[src/rtl/sys_cfg_pkg.sv]
// Shared configuration constants for the system register file.
// Covers entry addresses, reset values and the UART configuration field layout.
package sys_cfg_pkg;

  localparam int unsigned DATA_WIDTH_DEF = 8;
  localparam int unsigned ADDR_WIDTH_DEF = 4;

  localparam int unsigned ADDR_ALU_A     = 0;
  localparam int unsigned ADDR_ALU_B     = 1;
  localparam int unsigned ADDR_UART_CFG  = 2;
  localparam int unsigned ADDR_DIV_RATIO = 3;

  localparam int unsigned PAR_EN       = 0;
  localparam int unsigned PAR_TYP      = 1;
  localparam int unsigned PRESCALE_LSB = 2;
  localparam int unsigned PRESCALE_MSB = 7;

  // Assembles a UART configuration byte from its individual fields.
  function automatic logic [7:0] pack_uart_cfg(input logic [5:0] prescale,
                                               input logic       par_typ,
                                               input logic       par_en);
    logic [7:0] v;
    v = '0;
    v[PRESCALE_MSB:PRESCALE_LSB] = prescale;
    v[PAR_TYP] = par_typ;
    v[PAR_EN]  = par_en;
    return v;
  endfunction

  localparam logic [7:0] REG2_RST = pack_uart_cfg(6'd32, 1'b0, 1'b1);
  localparam logic [7:0] REG3_RST = 8'h20;

endpackage

[src/rtl/sys_reg_file.sv]
// Configuration/scratch register file with a registered read port and a one-cycle valid strobe.
// Entries 0..3 are also exported continuously for the ALU, UART and clock divider.
module sys_reg_file #(
  parameter int unsigned DATA_WIDTH = sys_cfg_pkg::DATA_WIDTH_DEF,
  parameter int unsigned ADDR_WIDTH = sys_cfg_pkg::ADDR_WIDTH_DEF,
  parameter logic [DATA_WIDTH-1:0] REG2_RST = DATA_WIDTH'(sys_cfg_pkg::REG2_RST),
  parameter logic [DATA_WIDTH-1:0] REG3_RST = DATA_WIDTH'(sys_cfg_pkg::REG3_RST)
) (
  input  logic                  CLK,
  input  logic                  RST,
  input  logic                  WrEn,
  input  logic                  RdEn,
  input  logic [ADDR_WIDTH-1:0] Address,
  input  logic [DATA_WIDTH-1:0] WrData,
  output logic [DATA_WIDTH-1:0] RdData,
  output logic                  RdData_VLD,
  output logic [DATA_WIDTH-1:0] REG0,
  output logic [DATA_WIDTH-1:0] REG1,
  output logic [DATA_WIDTH-1:0] REG2,
  output logic [DATA_WIDTH-1:0] REG3
);
  import sys_cfg_pkg::*;

  localparam int unsigned DEPTH = 2 ** ADDR_WIDTH;

  logic [DATA_WIDTH-1:0] r_mem [DEPTH];
  logic [DATA_WIDTH-1:0] r_rd_data;
  logic                  r_rd_vld;

  function automatic logic [DATA_WIDTH-1:0] entry_rst(input int unsigned idx);
    if (idx == ADDR_UART_CFG)  return REG2_RST;
    if (idx == ADDR_DIV_RATIO) return REG3_RST;
    return '0;
  endfunction

  // A write takes priority over a read in the same cycle; the read is dropped.
  always_ff @(posedge CLK or posedge RST) begin
    if (RST) begin
      for (int unsigned i = 0; i < DEPTH; i++) begin
        r_mem[i] <= entry_rst(i);
      end
      r_rd_data <= '0;
      r_rd_vld  <= 1'b0;
    end else begin
      r_rd_vld <= 1'b0;
      if (WrEn) begin
        r_mem[Address] <= WrData;
      end else if (RdEn) begin
        r_rd_data <= r_mem[Address];
        r_rd_vld  <= 1'b1;
      end
    end
  end

  assign RdData     = r_rd_data;
  assign RdData_VLD = r_rd_vld;
  assign REG0       = r_mem[ADDR_WIDTH'(ADDR_ALU_A)];
  assign REG1       = r_mem[ADDR_WIDTH'(ADDR_ALU_B)];
  assign REG2       = r_mem[ADDR_WIDTH'(ADDR_UART_CFG)];
  assign REG3       = r_mem[ADDR_WIDTH'(ADDR_DIV_RATIO)];

endmodule
[config.mk]
export PLATFORM = sky130hd
export DESIGN_NAME = sys_reg_file
export DESIGN_NICKNAME = d
export VERILOG_FILES = /design/src/rtl/sys_cfg_pkg.sv /design/src/rtl/sys_reg_file.sv
export SDC_FILE = /design/constraint.sdc
export NUM_CORES = 1
export LEC_CHECK = 0
export BUFFER_PORTS_ARGS = -buffer_cell sky130_fd_sc_hd__buf_2
export CORE_MARGIN = 3
export CORE_UTILIZATION = 62
export CTS_BUF_LIST = sky130_fd_sc_hd__clkbuf_4 sky130_fd_sc_hd__clkbuf_8
export DETAILED_ROUTE_END_ITERATION = 8
export PLACE_DENSITY = 0.87
export SLEW_MARGIN = 20
export SYNTH_ARGS = -nofsm -noshare
export SYNTH_HDL_FRONTEND = slang
export SYNTH_SLANG_ARGS = --single-unit
export TNS_END_PERCENT = 30
[constraint.sdc]
create_clock -name CLK -period 5.4 [get_ports CLK]
set_clock_uncertainty 0.1 [all_clocks]
set_input_delay 0.54 -clock CLK [delete_from_list [all_inputs] [get_ports CLK]]
set_output_delay 0.54 -clock CLK [all_outputs]
set_load 0.02 [all_outputs]
* Word level (Yosys, flattened, before mapping) *
Index checks and enable logic that the tools add are counted.

word-level totals
  register bits after elaboration = 137
  input bits = 16
  output and inout port bits = 41
  word-level logic and storage cells = 32

cells by class
  $lt $le $gt $ge = 2
  multiplexer cells = 8
  bitwise logic cells = 2
  reduce and logical (&&, ||, !) cells = 2

operators by type and width
  kind                                                                  count
  128-bit bitwise mux                                                   1
  8-bit binary-select mux with 4-bit select                             1
  8-bit demux with 4-bit select                                         1
  8-bit two-way mux                                                     3
  5-bit >= comparator, second input constant                            1
  5-bit by 1-bit < comparator with 1-bit output, second input constant  1
  4-bit inverter with 5-bit output                                      1
  1-bit two-way mux                                                     2
  2-bit AND reduction                                                   1
  1-bit logical AND                                                     1
  1-bit inverter                                                        1

* Depth between registers and ports, before layout *
Gate-level depths: netlist (run 1).

  depth in word-level cells = 6
  gate-level depth with buffers = 6
  gate-level depth less buffers = 4

* Worst setup path before layout (run 1) *
Ideal clock, no wire load.

  kind = input-to-reg
  start point = input Address[2]
  end point = register r_mem[88] (netlist name)
  library setup time = 0.125 ns
  arrival time = 1.633 ns
  slack = 3.543 ns
  stages = 4
  path buffers = 1
  path through = buf_2 nand3b_1 nor3_2 mux2_2

on the way
  longest elaborated chain between the ends = 6

RTL lines
  item                                                                                                               line                source
  from (decl)                                                                                                        sys_reg_file.sv:13  input logic [ADDR_WIDTH-1:0] Address,
  4-bit inverter with 5-bit output (not written as such) *                                                           sys_reg_file.sv:47  r_mem[Address] <= WrData;
  5-bit >= comparator (not written as such) / 5-bit by 1-bit < comparator with 1-bit output (equally long branches)  sys_reg_file.sv:47
  1-bit logical AND (not written as such)                                                                            sys_reg_file.sv:47
  8-bit two-way mux (not written as such)                                                                            sys_reg_file.sv:47
  8-bit demux with 4-bit select *                                                                                    sys_reg_file.sv:47
  128-bit bitwise mux *                                                                                              sys_reg_file.sv:47
  to (signal, indexed assignment)                                                                                    sys_reg_file.sv:40  r_mem[i] <= entry_rst(i);
  to (signal, indexed assignment)                                                                                    sys_reg_file.sv:47
  to (decl)                                                                                                          sys_reg_file.sv:26  logic [DATA_WIDTH-1:0] r_mem [DEPTH];

Mark *: on every way between the ends. The rest lies on a longest branch, timed or not.
A chain may end at the register's enable or synchronous reset.

* Worst setup path in the final report (run 1) *
  start point = input Address[1]
  end point = register r_mem[70] (netlist name)

The elaborated chain is that of the path after synthesis.

==> results of run 1 <==
-- Yosys cell counts (all sizes together) --
| cell | number |
|---|---|
| nand2 | 4 |
| a31oi | 8 |
| nor3 | 3 |
| buf | 45 |
| nand3 | 2 |
| dfrtp | 134 |
| nor2b | 2 |
| o22ai | 16 |
| a221oi | 8 |
| nand3b | 4 |
| clkbuf | 13 |
| mux4 | 8 |
| or3b | 1 |
| nor2 | 26 |
| inv | 1 |
| and2 | 1 |
| o21ai | 8 |
| nand2b | 3 |
| dfstp | 3 |
| mux2 | 128 |
| mux2i | 48 |
| nor3b | 1 |
-- cell usage in the layout, fill, tap and decap left out --
master,instances
dfrtp_1,134
mux2_2,128
buf_2,56
mux2i_1,48
nor2_1,17
clkbuf_8,17
o22ai_1,16
nor2_2,9
mux4_2,8
a221oi_1,8
a31oi_1,8
o21ai_0,5
bufinv_16,5
clkinv_4,5
dfstp_2,3
nand2_1,3
nand2b_1,3
nand3b_1,3
o21ai_1,3
nor3_4,2
nand3_1,2
clkinvlp_4,2
buf_4,2
nand3b_2,1
nor3_2,1
and2_1,1
nor3b_2,1
nand2_2,1
nor2b_1,1
nor2b_2,1
inv_4,1
or3b_2,1
clkinv_2,1
clkbuf_4,1
inv_6,1
-- final timing paths --
check / slack, ns / start / cells after the start / end
max: 3.07 / Address[1] / 5 / r_mem[70]
max in group asynchronous: 3.66 / RST / 3 / r_mem[34]
min in group CLK: 0.38 / WrEn / 2 / RdData_VLD
min: 0.11 / RST / 2 / r_mem[51]
max reg2reg: 3.94 / REG3[5] / 4 / RdData[5]
min reg2reg: 0.41 / r_mem[42] / 1 / r_mem[42]
-- state kept, by name, indices dropped and copies added, names as in the netlist --
name	count
REG0	8
REG1	8
REG2	8
REG3	8
RdData	8
RdData_VLD	1
r_mem	96
-- power groups by stage --
stage	sequential [mW]	clock, mW	combinational [mW]
after global placement	1.40	0	0.586
after detailed placement	1.42	0	0.612
after floorplan	1.39	0	0.524
after CTS	1.41	0.976	0.620
after global routing	1.44	1.02	0.665
final	1.41	0.964	0.616
-- worst max-delay path: cells and delay by family --
kind | cells | cell delay [ns]
buffers and inverters | 2 | 0.96
and+or+nand+nor | 2 | 0.64
muxes | 1 | 0.40
-- metal layers --
layer / part of all wire, % / vias up / GRT usage (%)
met5: 0.049 / - / 0
met4: 3.4 / 2 / 12.1
met3: 6.7 / 37 / 6.03
met2: 48 / 148 / 41.6
met1: 42 / 1973 / 36.6
li1: - / 1710 / -
-- kinds of logic after synthesis --
kind of cell / synth area share (%)
flip-flops: 53.1
AND/OR/NAND/NOR: 4.38
buffers and inverters: 5.89
AO/OA/AOI/OAI: 4.03
multiplexers: 32.6
-- layout make-up --
cell class,count,area (sq um)
Fill cell,687,2940
Sequential cell,137,3430
Tap cell,133,166
Clock inverter,14,223
Clock buffer,18,241
Timing Repair Buffer,58,295
Inverter,1,6.26
Multi-Input combinational cell,271,2650
-- metrics by stage --
step	power [mW]	util [%]	hold slack [ns]	instance area, sq um
2_1_floorplan	1.91	-	0.375	6460
3_3_place_gp	1.99	65.7	0.384	6550
3_5_place_dp	2.04	65.7	0.392	6550
4_1_cts	3.01	70.4	0.120	7010
5_1_grt	3.13	70.4	0.145	7010
6_report	2.99	70.4	0.108	7010
==> flow_metrics.tcl, run 1 <==
set metrics [dict create \
    status "finished clean" \
    firstDrtPassIters 4 \
    setup_slack_ns 3.07 \
    floorplan.initialDensity_pct 64.9 \
    antenna_found_initial 1 \
    critPathLaunchType "primary input" \
    die_h_um 108 \
    rsz0062_at_grt "no" \
    grtUsageTotal_pct 26.8 \
    synthTopCellsByArea "dfrtp_1 52%, mux2_2 22%, mux2i_1 7.4%, buf_4 4.2%, mux4_2 2.8%" \
    finalSetupTns_ns 0 \
    cts_setup_buffers 0 \
    dr_total_vias 3870 \
    crit_path_max_incr_delay_ns 0.60 \
    fmax_mhz 429 \
    pin_count 57 \
    root_buffer "clkbuf_8" \
    switchingPower_mw 0.868 \
    dieArea_sq_um 11700 \
    drt_iter0_markers 310 \
    p_comb_share_pct 20.6 \
    critPathMaxFanout 36 \
    clk_latency_ns 0.44 \
    worstSetupEndpointType "flip-flop" \
    postCtsHoldBufs 0 \
    ctsResizeCount 0 \
    cts_buffers 17 \
    area_growth_pct 8.58 \
    grt_pass1_vias 4150 \
    seq_area_frac_synth_pct 53.1 \
    p_leak_nw 3.14 \
    intPower_mw 2.12 \
    synth.distinct_cells 29 \
    slew_viol_final 0 \
    drc 0 \
    grt_max_degree 80 \
    crit_type "primary input to flip-flop" \
    place_ws_ns 2.61 \
    ys_warn_count 0 \
    htree_levels 4 \
    clkTransAtPathRegs_ns 0.08 \
    grt_pass1_wl_um 23200 \
    instances_no_fill 632 \
    chipWidth_um 108 \
    io_buffers 56 \
    yosysTopAreaCellShare_pct 51.9 \
    postRouteAntennaNets 0 \
    worst_ir_drop_vdd_mv 0.383 \
    routed_wl_um 14200 \
    rows 36 \
    postSynthCellCount 467 \
    antenna_cells 0 \
    cap_violations 0 \
    clock-sinks 137 \
    layout.nets 502 \
    worstHoldPathType "primary input to asynchronous set/reset pin" \
    core-area_sq_um 9950 \
    yosys.area.top_type "dfrtp_1" \
    slew_headroom_pct 34.8 \
    swShare_pct 29.0 \
    pwr-share-seq_pct 47.2 \
    place_congestion 0.825 \
    required_ns 5.63 \
    grt_overflow 0 \
    clock_power_share_pct 32.2 \
    wl_per_cell_um 22.5 \
    setup_viol 0 \
    syn_area_sq_um 6460 \
    dp.cells 600 \
    crit_slowest_cell "buf_4" \
    worstPathArrival_ns 2.56 \
    postSynthAreaPerCell_sq_um 13.8 \
    cellPowerDensity_nw_per_um2 427 \
    clk_path_buf_depth 2 \
    drive_gt1_share_pct 49.5 \
    max_slew.worst_pin.slew_ns 0.978 \
    fin_crit_sh_pct 43.1 \
    final.min_clock_period_ns 2.33 \
    dp_hpwl_um 9050 \
    crit_chain "buf_2, buf_4, nand2_1, nor2_2, mux2_2" \
    vias_per_cell 6.12 \
    synthesis.nets 483 \
    finalHoldViolCount 0 \
    cts_tree "built" \
    synth-seq-cells 137 \
]
Note: power is estimated with default switching activity, not from simulation.
==> run 2: changes to the inputs <==
--- a/config.mk
+++ b/config.mk
@@ -7,10 +7,10 @@
 export LEC_CHECK = 0
 export BUFFER_PORTS_ARGS = -buffer_cell sky130_fd_sc_hd__buf_2
 export CORE_MARGIN = 3
-export CORE_UTILIZATION = 62
+export CORE_UTILIZATION = 56
 export CTS_BUF_LIST = sky130_fd_sc_hd__clkbuf_4 sky130_fd_sc_hd__clkbuf_8
 export DETAILED_ROUTE_END_ITERATION = 8
-export PLACE_DENSITY = 0.87
+export PLACE_DENSITY = 0.83
 export SLEW_MARGIN = 20
 export SYNTH_ARGS = -nofsm -noshare
 export SYNTH_HDL_FRONTEND = slang
==> constraint.sdc (replaced) <==
create_clock -name CLK -period 2.1 [get_ports CLK]
set_clock_uncertainty 0.1 [all_clocks]
set_input_delay 0.21 -clock CLK [delete_from_list [all_inputs] [get_ports CLK]]
set_output_delay 0.21 -clock CLK [all_outputs]
set_load 0.02 [all_outputs]
==> run 2 against run 1 <==
  * Sequential share of layout area fell by 0.52 points
  * Clock-buffer cell count stayed put
  * Non-clock buffer count increased by 11
  * Global-route usage decreased by 3.8 points
  * Cell area increased by 1.1%
  * Flip-flop and latch count stayed put
  * Clock power up 120%
  * Via count is 0.31% higher
  * Sequential power rose to 2.6 times the previous value
  * Combinational power rose to 2.6 times the previous value
  * Critical path type unchanged
==> flow_metrics.tcl, run 2 (same netlist as run 1, synthesis figures left out) <==
set metrics [dict create \
    critPathMaxFanout 21 \
    utilization_pct 64.2 \
    instances_no_fill 650 \
    routed_wl_um 13900 \
    drc 0 \
    htree_levels 4 \
    final_common_cell "dfrtp_1" \
    wl_per_cell_um 21.4 \
    fmax_mhz 612 \
    use_met1_pct 32.3 \
    grtUsageTotal_pct 23.0 \
    die_h_um 113 \
    cts_buffers 17 \
    core-area_sq_um 11000 \
    firstDrtPassIters 6 \
    rsz0062_at_grt "no" \
    setup_slack_ns 0.466 \
    chipWidth_um 113 \
    whs_ns 0.136 \
    cts_setup_buffers 0 \
    dieArea_sq_um 12900 \
    use_met2_pct 35.7 \
    final.min_clock_period_ns 1.63 \
    antenna_cells 0 \
    place_congestion 0.861 \
    worst_ir_drop_vdd_mv 0.726 \
    grt_pass1_vias 4036 \
    grt_pass1_wl_um 22500 \
    floorplan.initialDensity_pct 58.5 \
    postCtsHoldBufs 1 \
    use_met3_pct 5.89 \
    status "finished clean" \
    place_ws_ns 0.0772 \
    clkTransAtPathRegs_ns 0.08 \
    max_slew.worst_pin.slew_ns 0.561 \
    drt_iter0_markers 279 \
    finalSetupTns_ns 0 \
    vias_per_cell 5.97 \
    clk_latency_ns 0.43 \
    fin_crit_sh_pct 77.8 \
    worstSetupEndpointType "flip-flop" \
    dp.cells 617 \
    top_register "r_mem" \
    antenna_found_initial 0 \
    area_growth_pct 9.75 \
    slew_viol_final 0 \
    crit_type "primary input to flip-flop" \
    rows 38 \
    postRouteAntennaNets 0 \
    worstPathArrival_ns 1.84 \
    drive_gt1_share_pct 50.2 \
    cts_tree "built" \
    layout.nets 513 \
    largest_reg_flops 96 \
    setup_viol 0 \
    required_ns 2.31 \
    mostFrequentLayoutCells "134 x dfrtp_1, 128 x mux2_2, 56 x buf_2" \
    p_leak_nw 3.17 \
    pin_count 57 \
    root_buffer "clkbuf_8" \
    cellPowerDensity_nw_per_um2 1030 \
    cap_violations 0 \
    busiest_layer "met2" \
    grt_overflow 0 \
    io_buffers 56 \
    worstHoldPathType "primary input to flip-flop" \
    slew_headroom_pct 62.5 \
    clock-sinks 137 \
    clk_path_buf_depth 2 \
    finalHoldViolCount 0 \
    ctsResizeCount 0 \
    dr_total_vias 3882 \
    grt_max_degree 70 \
    critPathLaunchType "primary input" \
    dp_hpwl_um 9460 \
]
run 2: metrics by stage:
step | power, mW | cell area [sq um]
floorplan | 4.91 | 6460
global placement | 5.15 | 6680
global route | 7.69 | 7090
detailed placement | 5.25 | 6680
CTS | 7.37 | 7090
finish | 7.32 | 7090
run 2: final timing paths:
check,start,slack (ns),cells past startpoint,end
min reg2reg,r_mem[77],0.41,1,r_mem[77]
max in group asynchronous,RST,0.96,4,r_mem[26]
min,RdEn,0.14,3,RdData_VLD
min in group asynchronous,RST,0.24,3,r_mem[37]
max,Address[0],0.47,4,REG1[1]
max reg2reg,REG3[5],0.59,4,RdData[5]
run 2: worst max-delay path: stages:
cell and delay [ns]:
buf_2 0.33, nor2b_1 0.53, nand2_1 0.39, mux2_2 0.38
run 2: layout make-up:
class / instances / area [sq um]
Fill cell: 854 / 3940
Sequential cell: 137 / 3430
Multi-Input combinational cell: 271 / 2650
Timing Repair Buffer: 69 / 430
Clock buffer: 18 / 248
Tap cell: 140 / 175
Clock inverter: 14 / 149
Inverter: 1 / 7.51
run 2: power by group:
group          total (mW)  internal (mW)  switching [mW]  leakage [nW]
clock network        2.11           1.09            1.02         0.191
logic                1.60          0.796           0.800          1.31
registers            3.61           3.25           0.361          1.67
run 2: routing by layer:
metal | share of wire [%] | wire [um]
met1 | 43 | 6000
met2 | 49 | 6880
met3 | 5.8 | 807
met4 | 1.6 | 217
met5 | 0 | 0
